**src/rtl/mem_lsu_stage_if.sv**
```systemverilog
// DCache request/response bundle between the LSU stage (master) and the DCache (slave).
// A request transfers on a cycle where req_valid & req_ready are both high. Once raised,
// the master keeps req_valid and all request fields steady until that cycle, unless a flush
// withdraws the request. Responses have no back-pressure: resp_valid carries one load word.
interface mem_lsu_stage_if #(
  parameter int ADDR_WIDTH = 32
);
  logic                  dcache_req_valid;
  logic                  dcache_req_ready;
  logic                  dcache_req_we;
  logic [ADDR_WIDTH-1:0] dcache_req_addr;
  logic [3:0]            dcache_req_wstrb;
  logic [31:0]           dcache_req_wdata;
  logic                  dcache_resp_valid;
  logic [31:0]           dcache_resp_rdata;

  modport master (
    output dcache_req_valid, dcache_req_we, dcache_req_addr, dcache_req_wstrb, dcache_req_wdata,
    input  dcache_req_ready, dcache_resp_valid, dcache_resp_rdata
  );

  modport slave (
    input  dcache_req_valid, dcache_req_we, dcache_req_addr, dcache_req_wstrb, dcache_req_wdata,
    output dcache_req_ready, dcache_resp_valid, dcache_resp_rdata
  );
endinterface

```
**src/rtl/mem_lsu_stage.sv**
```systemverilog
// First memory stage: issues one DCache access per EX result, aligns load data, registers WB.
// Optional macro MEM_LSU_LOAD_FORWARD_EN lets a completed load forward its data from DONE.
module mem_lsu_stage #(
  parameter int ADDR_WIDTH     = 32,
  parameter int REG_ADDR_WIDTH = 5
) (
  input  logic                      clk,
  input  logic                      rst,
  input  logic                      flush,
  input  logic                      advance,
  output logic                      advance_ready,
  input  logic                      in_valid,
  input  logic                      in_excp,
  input  logic                      in_load,
  input  logic                      in_store,
  input  logic [1:0]                in_size,
  input  logic                      in_signed,
  input  logic [ADDR_WIDTH-1:0]     in_addr,
  input  logic [31:0]               in_store_data,
  input  logic [31:0]               in_wdata,
  input  logic                      in_wreg,
  input  logic [REG_ADDR_WIDTH-1:0] in_waddr,
  mem_lsu_stage_if.master           dc,
  output logic                      fwd_wreg,
  output logic                      fwd_data_valid,
  output logic [REG_ADDR_WIDTH-1:0] fwd_waddr,
  output logic [31:0]               fwd_wdata,
  output logic                      wb_valid,
  output logic                      wb_wreg,
  output logic [REG_ADDR_WIDTH-1:0] wb_waddr,
  output logic [31:0]               wb_wdata,
  output logic [2:0]                state_dbg
);

  typedef enum logic [2:0] {
    S_IDLE  = 3'd0,
    S_REQ   = 3'd1,
    S_WAIT  = 3'd2,
    S_DONE  = 3'd3,
    S_DRAIN = 3'd4
  } state_t;

  state_t      state, state_nxt;
  logic        mem_op;
  logic        req_valid;
  logic        capture;
  logic [1:0]  lane;
  logic [3:0]  strb;
  logic [31:0] store_data;
  logic [31:0] shifted;
  logic [31:0] load_data;
  logic [31:0] hold;

  assign mem_op    = in_valid & (in_load | in_store) & ~in_excp;
  assign lane      = in_addr[1:0];
  assign state_dbg = state;

  always_comb begin
    strb       = 4'b1111;
    store_data = in_store_data;
    case (in_size)
      2'b00: begin
        strb       = 4'b0001 << lane;
        store_data = {4{in_store_data[7:0]}};
      end
      2'b01: begin
        strb       = 4'b0011 << {lane[1], 1'b0};
        store_data = {2{in_store_data[15:0]}};
      end
      default: begin
        strb       = 4'b1111;
        store_data = in_store_data;
      end
    endcase
  end

  assign dc.dcache_req_valid = req_valid;
  assign dc.dcache_req_we    = in_store;
  assign dc.dcache_req_addr  = in_addr;
  assign dc.dcache_req_wstrb = strb;
  assign dc.dcache_req_wdata = store_data;

  // The DCache returns the whole aligned word; the addressed lane is moved down to bit 0.
  assign shifted = dc.dcache_resp_rdata >> {lane, 3'b000};

  always_comb begin
    load_data = shifted;
    case (in_size)
      2'b00:   load_data = in_signed ? {{24{shifted[7]}}, shifted[7:0]}
                                     : {24'b0, shifted[7:0]};
      2'b01:   load_data = in_signed ? {{16{shifted[15]}}, shifted[15:0]}
                                     : {16'b0, shifted[15:0]};
      default: load_data = shifted;
    endcase
  end

  always_comb begin
    state_nxt     = state;
    req_valid     = 1'b0;
    advance_ready = 1'b0;
    capture       = 1'b0;
    case (state)
      S_IDLE: begin
        req_valid     = mem_op & ~flush;
        advance_ready = ~mem_op;
        if (req_valid && dc.dcache_req_ready) begin
          state_nxt = in_store ? S_DONE : S_WAIT;
        end else if (req_valid) begin
          state_nxt = S_REQ;
        end
      end
      S_REQ: begin
        req_valid = ~flush;
        if (flush) begin
          state_nxt = S_IDLE;
        end else if (dc.dcache_req_ready) begin
          state_nxt = in_store ? S_DONE : S_WAIT;
        end
      end
      S_WAIT: begin
        // A response that meets a flush is simply dropped; nothing is left to drain.
        if (dc.dcache_resp_valid) begin
          capture   = ~flush;
          state_nxt = flush ? S_IDLE : S_DONE;
        end else if (flush) begin
          state_nxt = S_DRAIN;
        end
      end
      S_DONE: begin
        advance_ready = 1'b1;
        if (flush || advance) begin
          state_nxt = S_IDLE;
        end
      end
      S_DRAIN: begin
        if (dc.dcache_resp_valid) begin
          state_nxt = S_IDLE;
        end
      end
      default: state_nxt = S_IDLE;
    endcase
  end

  always_ff @(posedge clk or posedge rst) begin
    if (rst) begin
      state <= S_IDLE;
    end else begin
      state <= state_nxt;
    end
  end

  always_ff @(posedge clk or posedge rst) begin
    if (rst) begin
      hold <= 32'b0;
    end else if (capture) begin
      hold <= load_data;
    end
  end

  always_ff @(posedge clk or posedge rst) begin
    if (rst) begin
      wb_valid <= 1'b0;
      wb_wreg  <= 1'b0;
      wb_waddr <= '0;
      wb_wdata <= 32'b0;
    end else if (flush) begin
      wb_valid <= 1'b0;
      wb_wreg  <= 1'b0;
      wb_waddr <= '0;
      wb_wdata <= 32'b0;
    end else if (advance) begin
      wb_valid <= in_valid;
      wb_wreg  <= in_wreg & ~in_excp;
      wb_waddr <= in_waddr;
      wb_wdata <= in_load ? hold : in_wdata;
    end
  end

  assign fwd_wreg  = in_valid & in_wreg;
  assign fwd_waddr = in_waddr;

`ifdef MEM_LSU_LOAD_FORWARD_EN
  logic load_fwd;
  assign load_fwd       = (state == S_DONE) & in_load;
  assign fwd_data_valid = fwd_wreg & (~in_load | load_fwd);
  assign fwd_wdata      = load_fwd ? hold : in_wdata;
`else
  assign fwd_data_valid = fwd_wreg & ~in_load;
  assign fwd_wdata      = in_wdata;
`endif

endmodule
```
**src/flat_wrapper.sv**
```systemverilog
// flat-port wrapper written by rule: the top's interface ports become plain ports
module mem_lsu_stage_flat 
#(
  parameter int ADDR_WIDTH     = 32,
  parameter int REG_ADDR_WIDTH = 5
)
  (clk, rst, flush, advance, advance_ready, in_valid, in_excp, in_load, in_store, in_size, in_signed, in_addr, in_store_data, in_wdata, in_wreg, in_waddr, fwd_wreg, fwd_data_valid, fwd_waddr, fwd_wdata, wb_valid, wb_wreg, wb_waddr, wb_wdata, state_dbg, dc_dcache_req_valid, dc_dcache_req_we, dc_dcache_req_addr, dc_dcache_req_wstrb, dc_dcache_req_wdata, dc_dcache_req_ready, dc_dcache_resp_valid, dc_dcache_resp_rdata);
  mem_lsu_stage_if #(.ADDR_WIDTH(ADDR_WIDTH)) dc_i ();
  input  logic clk;
  input  logic rst;
  input  logic flush;
  input  logic advance;
  output logic advance_ready;
  input  logic in_valid;
  input  logic in_excp;
  input  logic in_load;
  input  logic in_store;
  input  logic [1:0] in_size;
  input  logic in_signed;
  input  logic [ADDR_WIDTH-1:0] in_addr;
  input  logic [31:0] in_store_data;
  input  logic [31:0] in_wdata;
  input  logic in_wreg;
  input  logic [REG_ADDR_WIDTH-1:0] in_waddr;
  output logic fwd_wreg;
  output logic fwd_data_valid;
  output logic [REG_ADDR_WIDTH-1:0] fwd_waddr;
  output logic [31:0] fwd_wdata;
  output logic wb_valid;
  output logic wb_wreg;
  output logic [REG_ADDR_WIDTH-1:0] wb_waddr;
  output logic [31:0] wb_wdata;
  output logic [2:0] state_dbg;
  output wire logic [$bits(dc_i.dcache_req_valid)-1:0] dc_dcache_req_valid;
  output wire logic [$bits(dc_i.dcache_req_we)-1:0] dc_dcache_req_we;
  output wire logic [$bits(dc_i.dcache_req_addr)-1:0] dc_dcache_req_addr;
  output wire logic [$bits(dc_i.dcache_req_wstrb)-1:0] dc_dcache_req_wstrb;
  output wire logic [$bits(dc_i.dcache_req_wdata)-1:0] dc_dcache_req_wdata;
  input wire logic [$bits(dc_i.dcache_req_ready)-1:0] dc_dcache_req_ready;
  input wire logic [$bits(dc_i.dcache_resp_valid)-1:0] dc_dcache_resp_valid;
  input wire logic [$bits(dc_i.dcache_resp_rdata)-1:0] dc_dcache_resp_rdata;
  assign dc_dcache_req_valid = dc_i.dcache_req_valid;
  assign dc_dcache_req_we = dc_i.dcache_req_we;
  assign dc_dcache_req_addr = dc_i.dcache_req_addr;
  assign dc_dcache_req_wstrb = dc_i.dcache_req_wstrb;
  assign dc_dcache_req_wdata = dc_i.dcache_req_wdata;
  assign dc_i.dcache_req_ready = dc_dcache_req_ready;
  assign dc_i.dcache_resp_valid = dc_dcache_resp_valid;
  assign dc_i.dcache_resp_rdata = dc_dcache_resp_rdata;
  mem_lsu_stage #(.ADDR_WIDTH(ADDR_WIDTH), .REG_ADDR_WIDTH(REG_ADDR_WIDTH)) u_core (.clk(clk), .rst(rst), .flush(flush), .advance(advance), .advance_ready(advance_ready), .in_valid(in_valid), .in_excp(in_excp), .in_load(in_load), .in_store(in_store), .in_size(in_size), .in_signed(in_signed), .in_addr(in_addr), .in_store_data(in_store_data), .in_wdata(in_wdata), .in_wreg(in_wreg), .in_waddr(in_waddr), .dc(dc_i), .fwd_wreg(fwd_wreg), .fwd_data_valid(fwd_data_valid), .fwd_waddr(fwd_waddr), .fwd_wdata(fwd_wdata), .wb_valid(wb_valid), .wb_wreg(wb_wreg), .wb_waddr(wb_waddr), .wb_wdata(wb_wdata), .state_dbg(state_dbg));
endmodule
```
**config.mk**
```make
export PLATFORM = sky130hd
export DESIGN_NAME = mem_lsu_stage_flat
export DESIGN_NICKNAME = d
export VERILOG_FILES = /design/src/rtl/mem_lsu_stage_if.sv /design/src/rtl/mem_lsu_stage.sv /design/src/flat_wrapper.sv
export SDC_FILE = /design/constraint.sdc
export NUM_CORES = 1
export LEC_CHECK = 0
export CAP_MARGIN = 20
export CORE_MARGIN = 2
export CORE_UTILIZATION = 25
export DETAILED_ROUTE_END_ITERATION = 10
export GPL_TIMING_DRIVEN = 0
export PLACE_DENSITY = 0.58
export SKIP_LAST_GASP = 1
export SYNTH_ARGS = -nofsm -noshare
export SYNTH_HDL_FRONTEND = slang
export SYNTH_SLANG_ARGS = --single-unit
```
**constraint.sdc**
```tcl
create_clock -name clk -period 4.8 [get_ports clk]
set_input_delay 0.72 -clock clk [delete_from_list [all_inputs] [get_ports clk]]
set_output_delay 0.72 -clock clk [all_outputs]
set_load 0.01 [all_outputs]
```
; After elaboration in Yosys (flattened, before gate mapping)
; Cells that the tools add are included.
[classes]
mul = 0
div = 0
n_shift = 3
n_addsub = 0
n_reduce_logical = 6
n_bitwise = 11
magnitude_cmp = 0
muxes = 29
eq_ne = 10
[ops]
columns = op, n
row1 = 2-to-1 mux 32 bit, 5
row2 = one-hot mux 32 bit (2 select lines), 2
row3 = >> shifter 32 x 5 -> 32 bit, 1
row4 = 2-to-1 mux 3 bit, 8
row5 = one-hot mux 3 bit (5 select lines), 1
row6 = 2-to-1 mux 5 bit, 2
row7 = one-hot mux 4 bit (2 select lines), 1
row8 = 2-to-1 mux 1 bit, 7
row9 = AND 1 bit, 6
row10 = == test 3 x 2 -> 1 bit (second input constant), 2
row11 = inequality test 3 bit (second input constant), 2
row12 = AND reduction 5 bit, 1
row13 = inverter 1 bit, 4
row14 = one-hot mux 1 bit (2 select lines), 2
row15 = << shifter 1 x 2 -> 4 bit (first input constant), 1
row16 = << shifter 2 x 2 -> 4 bit (first input constant), 1
row17 = == test 3 x 1 -> 1 bit (second input constant), 1
row18 = == test 3 bit (second input constant), 1
row19 = logical NOT 3 bit, 1
row20 = inequality test 3 x 1 -> 1 bit (second input constant), 1
row21 = == test 2 x 1 -> 1 bit (second input constant), 1
row22 = logical NOT 2 bit, 1
row23 = 2-to-1 mux 2 bit, 1
row24 = inequality test 2 x 1 -> 1 bit (second input constant), 1
row25 = 5 further kinds, 5
[totals]
regBits = 74
rom_bits = 0
ramBits = 0
word_cells = 65
latchBits = 0
out_inout_bits = 152
mem_count = 0
in_bits = 147

; Logic depth before layout (Yosys ltp)
; Gate-level depths: netlist of the first run.
[logic_depth]
word_depth = 7
depth_mapped = 7

; Worst setup path before layout of the first run
; Ideal clock, no wire load.
[synth_path]
kind = input -> output
startpoint = input port in_addr[0]
endpoint = output port dc_dcache_req_wstrb[1]
cell_stages = 5
setup_slack_ns = 2.397
required_time_ns = 4.080
t_arrival_ns = 1.683
cell_sequence = buf_2 > buf_2 > buf_1 > nor2_1 > o21bai_1
[synth_between]
elab_chain_len = 2
[synth_rtl]
columns = element, line
row1 = "start, declared", flat_wrapper.sv:20  ; input logic [ADDR_WIDTH-1:0] in_addr;
row2 = << shifter 1 x 2 -> 4 bit, mem_lsu_stage.sv:63  ; strb = 4'b0001 << lane;
row3 = one-hot mux 4 bit (2 select lines), mem_lsu_stage.sv:61  ; case (in_size)
row4 = "end, declared", flat_wrapper.sv:37  ; output wire logic [$bits(dc_i.dcache_req_wstrb)-1:0] dc_dcache_req_wstrb;
; No other way between the ends.

; Worst setup path in the final report of the first run
[layout_path]
startpoint = input port in_size[1]
endpoint = output port dc_dcache_req_wdata[28]
[layout_between]
elab_chain_len = 2
[layout_rtl]
columns = element, line
row1 = "start, declared", flat_wrapper.sv:18  ; input logic [1:0] in_size;
row2 = == test 2 x 1 -> 1 bit / logical NOT 2 bit (equally long branches), mem_lsu_stage.sv:61
row3 = one-hot mux 32 bit (2 select lines) (*), mem_lsu_stage.sv:61
row4 = "end, declared", flat_wrapper.sv:38  ; output wire logic [$bits(dc_i.dcache_req_wdata)-1:0] dc_dcache_req_wdata;
; Mark *: on every way between the ends. The rest lies on a longest branch, timed or not.

==> flow_metrics.tcl, run 1 <==
set metrics [dict create \
    cp_top_family "buffers and inverters" \
    vdd_drop_max_v 0.0001748 \
    synth-main-ff-cell "dfrtp_1" \
    cts_buffers 9 \
    core-area_um2 18830 \
    critical_path.cell_chain "clkdlybuf4s50_1, buf_1, clkbuf_1, nand2_1, o21ai_1, clkdlybuf4s50_1" \
    fmax_mhz 260.2 \
    rows 50 \
    ys_warn_count 0 \
    hold_viol 0 \
    arrival_ps 3120 \
    drive_above_1_share_pct 15.76 \
    holdBufCountCts 0 \
    critical_path_required_ps 4080 \
    finalMaxSlewViolations 0 \
    relSlewSlack_pct 59.82 \
    slowest_delay_ps 600 \
    synth_largest_area_cell "dfrtp_1" \
    ys_top_cells_by_count "buf_4, dfrtp_1, mux2i_1" \
    setup_viol 0 \
    clkTransAtPathRegs_ps 60 \
    cts_setup_buffers 0 \
    ctsResizeCount 0 \
    dp_slack_ps 885.4 \
    h-tree-depth 3 \
    maxCapViolCount 0 \
    overflow 0 \
    p_per_area_nw_per_um2 305.3 \
    antenna_found_initial 0 \
    hold_path.class "reg -> reg" \
    first_pass_iters 6 \
    final_area_um2 8185 \
    r2r_slack_ps 3050 \
    vias_per_cell 4.395 \
    syn_avg_cell_area_um2 9.444 \
    start_kind "input pin" \
    fin_crit_sh_pct 80.06 \
    io_pins 299 \
    tightestPinTransition_ps 602.8 \
    grt_pass1_vias 4762 \
    grt_max_degree 65 \
    crit_slowest_cell "clkdlybuf4s50_1" \
    clk_latency_ps 330 \
    synth.net_count 658 \
    clock-sinks 74 \
    die_h_um 142.9 \
    layout_min_cycle_time_ps 3843 \
    drt_wl_total_um 18070 \
    post-synth-top-count-cell "buf_4" \
    cp_max_fo 10 \
    dpl_cell_area_um2 7834 \
    tritoncts "done" \
    drt_iter0_drc 166 \
    path_class "in -> out" \
    layout.nets 935 \
    final_core_util_pct 43.47 \
    grt_pass1_wl_um 27030 \
    syn_inst 511 \
    place_hpwl_um 14830 \
    dp.cells 1037 \
    track_usage_pct 17.41 \
    tns_ps 0 \
    outcome "finished clean" \
    cts-root-buf "clkbuf_16" \
    area_growth_pct 69.61 \
    async_reset_ff_share_pct 100.0 \
    antennaDiodeCount 0 \
    leakage_nw 3.558 \
    gp_congestion 0.7766 \
    cpMostUsedCell "clkdlybuf4s50_1" \
    wire_per_inst_um 17.16 \
    netlist.area_leader.share_pct 38.37 \
    worst-path-buf-inv 4 \
    finalNonFillerCells 1053 \
    power.total_mw 2.499 \
    die_area_um2 20430 \
    cts_buffer_depth 2 \
    syn_area_um2 4826 \
    io_buffers 265 \
    synth.area.top_cells "dfrtp_1, mux2i_1, buf_4, a211oi_1, nor2_1" \
    die_x_um 142.9 \
    rsz0062_at_grt "no" \
    holdWs_ps 505.4 \
    drtAntennaViolNets 0 \
    synth-seq-cells 74 \
    layout_setup_ws_ps 957.2 \
    route.detailed.drc 0 \
    end_kind "primary output" \
    yosys.cell_types.count 37 \
    routed-via-count 4628 \
    nFillCells 1888 \
    synth_seq_area_share_pct 38.37 \
    skew_ps 6.260 \
    synth_edf_count 0 \
    initial_core_util_pct 25.63 \
]
-- cell usage in the layout (no fill, tap or decap), types with 9 or more instances in the layout --
cell type / n
a211oi_1: 39
mux2_1: 13
mux2i_1: 64
a21oi_1: 16
nor2b_1: 10
clkbuf_1: 20
dfrtp_1: 74
nand2_1: 41
buf_2: 13
buf_4: 81
o22a_1: 16
clkdlybuf4s50_1: 265
nor2_1: 59
and2_1: 10
clkbuf_16: 9
-- layer usage --
metal,up-vias,GRT usage [%],wire (um)
li1,2264,-,-
met1,2156,21.80,7732
met2,200,29.16,8635
met3,8,5.533,1539
met4,0,4.169,167
met5,-,0,0
-- final timing paths --
kind	from	endpoint	cells past startpoint
max	in_size[1]	dc_dcache_req_wdata[28]	6
min	u_core.hold[1]	u_core.hold[1]	1
max reg2reg	u_core.state_dbg[1]	u_core.hold[0]	5
min reg2reg	u_core.hold[1]	u_core.hold[1]	1
max in group asynchronous	rst	u_core.hold[17]	3
min in group asynchronous	rst	u_core.wb_wdata[5]	2
-- sequential cells by signal, summed over array words and instances (netlist names) --
name,flops
u_core.hold,32
u_core.state_dbg,3
u_core.wb_valid,1
u_core.wb_waddr,5
u_core.wb_wdata,32
u_core.wb_wreg,1
-- cell families (layout without fill, tap and decap cells) --
| logic type | after synthesis | after routing | share of synthesized area [%] |
|---|---|---|---|
| buffers and inverters | 122 | 404 | 16.28 |
| multiplexers | 84 | 84 | 18.41 |
| AND/OR/NAND/NOR | 133 | 133 | 12.00 |
| flip-flops | 74 | 74 | 38.37 |
| AO/OA/AOI/OAI | 98 | 98 | 14.93 |
-- layout make-up --
cell class                      count  area, um2  area share (%)
Tap cell                          260      325.3           3.974
Timing Repair Buffer              266       2680           32.74
Inverter                            5      21.27          0.2599
Buffer                            117      767.0           9.370
Sequential cell                    74       1852           22.62
Clock buffer                        9      225.2           2.751
Multi-Input combinational cell    315       2188           26.73
Clock inverter                      7      126.4           1.544
-- power breakdown --
group,switching (mW),internal [mW],leakage (nW)
clock,0.277,0.513,0.168
combinational,0.312,0.468,2.46
sequential,0.135,0.795,0.934
No activity file was read; power rests on OpenSTA's default activity.
==> run 2: changes to the inputs <==
--- a/config.mk
+++ b/config.mk
@@ -10,7 +10,7 @@
 export CORE_UTILIZATION = 25
 export DETAILED_ROUTE_END_ITERATION = 10
 export GPL_TIMING_DRIVEN = 0
-export PLACE_DENSITY = 0.58
+export PLACE_DENSITY = 0.6
 export SKIP_LAST_GASP = 1
 export SYNTH_ARGS = -nofsm -noshare
 export SYNTH_HDL_FRONTEND = slang
==> constraint.sdc (replaced) <==
create_clock -name clk -period 3.5 [get_ports clk]
set_input_delay 0.525 -clock clk [delete_from_list [all_inputs] [get_ports clk]]
set_output_delay 0.525 -clock clk [all_outputs]
set_load 0.01 [all_outputs]
==> flow_metrics.tcl, run 2 (synthesized netlist as in run 1, its figures left out) <==
set metrics [dict create \
    outcome "finished clean" \
    cp_top_family "buffers and inverters" \
    hold_viol 0 \
    switching_power_mw 0.9790 \
    die_area_um2 20430 \
    vdd_drop_max_v 0.0001833 \
    area_growth_pct 68.65 \
    reg2reg_depth 5 \
    skew_ps 6.638 \
    intPower_mw 2.304 \
    r2r_slack_ps 1710 \
    p_per_area_nw_per_um2 403.4 \
    clkTransAtPathRegs_ps 60 \
    clk_latency_ps 340 \
    fmax_mhz 299.7 \
    end_kind "primary output" \
    io_buffers 265 \
    slowest_delay_ps 550 \
    tns_ps 0 \
    layout_min_cycle_time_ps 3337 \
    drt_iter0_drc 164 \
    cts_buffer_depth 2 \
    route.detailed.drc 0 \
    p_sw_share_pct 29.82 \
    gr-usage-met2_pct 28.86 \
    combPwrFrac_pct 32.7 \
    use_met1_pct 22.14 \
    crit_slowest_cell "clkdlybuf4s50_1" \
    critical_path.cell_chain "clkdlybuf4s50_1, buf_2, buf_2, buf_1, nor2_1, o21bai_1, clkdlybuf4s50_1" \
    critical_path_required_ps 2970 \
    h-tree-depth 3 \
    hold_depth 1 \
    drive_above_1_share_pct 15.78 \
    track_usage_pct 17.30 \
    final_common_cell "clkdlybuf4s50_1" \
    maxCapViolCount 0 \
    arrival_ps 2810 \
    io_pins 299 \
    min_to "u_core.hold[2]" \
    path_class "in -> out" \
    initial_core_util_pct 25.63 \
    final_cell_mix "clkdlybuf4s50_1, buf_4, dfrtp_1" \
    leakage_nw 3.535 \
    gp_congestion 0.7988 \
    worstHoldStart "u_core.hold[2]" \
    vias_per_cell 4.409 \
    setup_viol 0 \
    start_kind "input pin" \
    grt_busiest_layer "met2" \
    grt_pass1_wl_um 26770 \
    cp_max_fo 10 \
    hold_path.class "reg -> reg" \
    fin_crit_sh_pct 95.35 \
    tritoncts "done" \
    grt.met3_usage_pct 4.359 \
    wire_per_inst_um 17.19 \
    first_pass_iters 4 \
    drt_wl_total_um 18100 \
    relSlewSlack_pct 58.85 \
    overflow 0 \
    grt_pass1_vias 4705 \
    clock-sinks 74 \
    worstReg2RegEnd "u_core.hold[26]" \
    core-area_um2 18830 \
    cts-root-buf "clkbuf_16" \
    layout.nets 935 \
    finalMaxSlewViolations 0 \
    rsz0062_at_grt "no" \
    largestRegisters "u_core.hold x32, u_core.wb_wdata x32, u_core.wb_waddr x5" \
    routed-via-count 4643 \
    rows 50 \
    drtAntennaViolNets 0 \
    cts_buffers 9 \
    worst-path-buf-inv 5 \
    tightestPinTransition_ps 617.2 \
    final_core_util_pct 43.22 \
    die_h_um 142.9 \
    pwr-share-clk_pct 28.9 \
    grt_max_degree 55 \
    seq_power_share_pct 38.4 \
    r2r-start "u_core.state_dbg[1]" \
    place_hpwl_um 14820 \
    antenna_found_initial 1 \
    die_x_um 142.9 \
]
==> run 2: cell count changes in the layout (fill, tap and decap cells not counted) <==
| cell | before | now |
|---|---|---|
| bufinv_16 | 3 | 1 |
| diode_2 | 0 | 1 |
| clkinvlp_4 | 1 | 2 |
| clkbuf_8 | 0 | 1 |
| clkbuf_1 | 20 | 19 |
| clkinv_4 | 2 | 0 |
| inv_8 | 1 | 0 |
| inv_6 | 0 | 2 |
| clkbuf_2 | 0 | 1 |
==> run 2: metal layers <==
metal	part of all wire, %	vias to the layer above
met5	0	-
met4	1.5	0
met3	7.6	13
met2	47	205
met1	44	2155
li1	-	2270
==> run 2: worst reg2reg max path, stage by stage (launching register included) <==
cell      delay [ps]
dfrtp_1          330
clkbuf_1         290
and4_1           280
buf_4            210
clkbuf_1         420
o22a_1           200
==> run 2: cell type report <==
cell class | count | area [um2]
Multi-Input combinational cell | 315 | 2188
Sequential cell | 74 | 1852
Fill cell | 1863 | 10690
Clock buffer | 10 | 239.0
Timing Repair Buffer | 266 | 2680
Tap cell | 260 | 325.3
Buffer | 117 | 768.2
Clock inverter | 5 | 62.56
Antenna cell | 1 | 2.502
Inverter | 5 | 21.27
==> run 2: repair_timing <==
item / in CTS / in global routing
gates resized for setup: 0 / 2
endpoints found under the setup margin: 0 / 1
setup buffers: 0 / 0
hold buffers: 0 / 0
==> run 2: worst max-delay path by stage <==
stage,from,endpoint,depth (start not counted)
finish,in_addr[0],dc_dcache_req_wstrb[3],7
global route,in_addr[0],dc_dcache_req_wstrb[3],7
CTS,in_size[1],dc_dcache_req_wdata[25],6
detailed placement,in_size[1],dc_dcache_req_wdata[25],6
global placement,rst,u_core.hold[20],2
floorplan,rst,u_core.hold[0],1
==> run 2: per-stage QoR <==
step	hold WS, ps	cells	setup WS, ps	cell area (um2)	total power, mW
after floorplan	457.9	511	1093	4826	1.771
after global placement	470.4	1036	-350.8	7804	2.352
after detailed placement	481.4	1037	139.9	7834	2.372
after CTS	494.4	1052	115.5	8135	3.329
after global routing	527.4	1053	15.96	8139	3.468
final	490.9	1053	162.8	8139	3.283
==> run 2: power by group through the flow <==
| stage | combinational (mW) | sequential, mW | clock (mW) |
|---|---|---|---|
| 2_1_floorplan | 0.552 | 1.22 | 0 |
| 3_3_place_gp | 1.07 | 1.29 | 0 |
| 6_report | 1.07 | 1.26 | 0.948 |
| 3_5_place_dp | 1.08 | 1.29 | 0 |
| 4_1_cts | 1.09 | 1.27 | 0.970 |
| 5_1_grt | 1.16 | 1.30 | 1.01 |
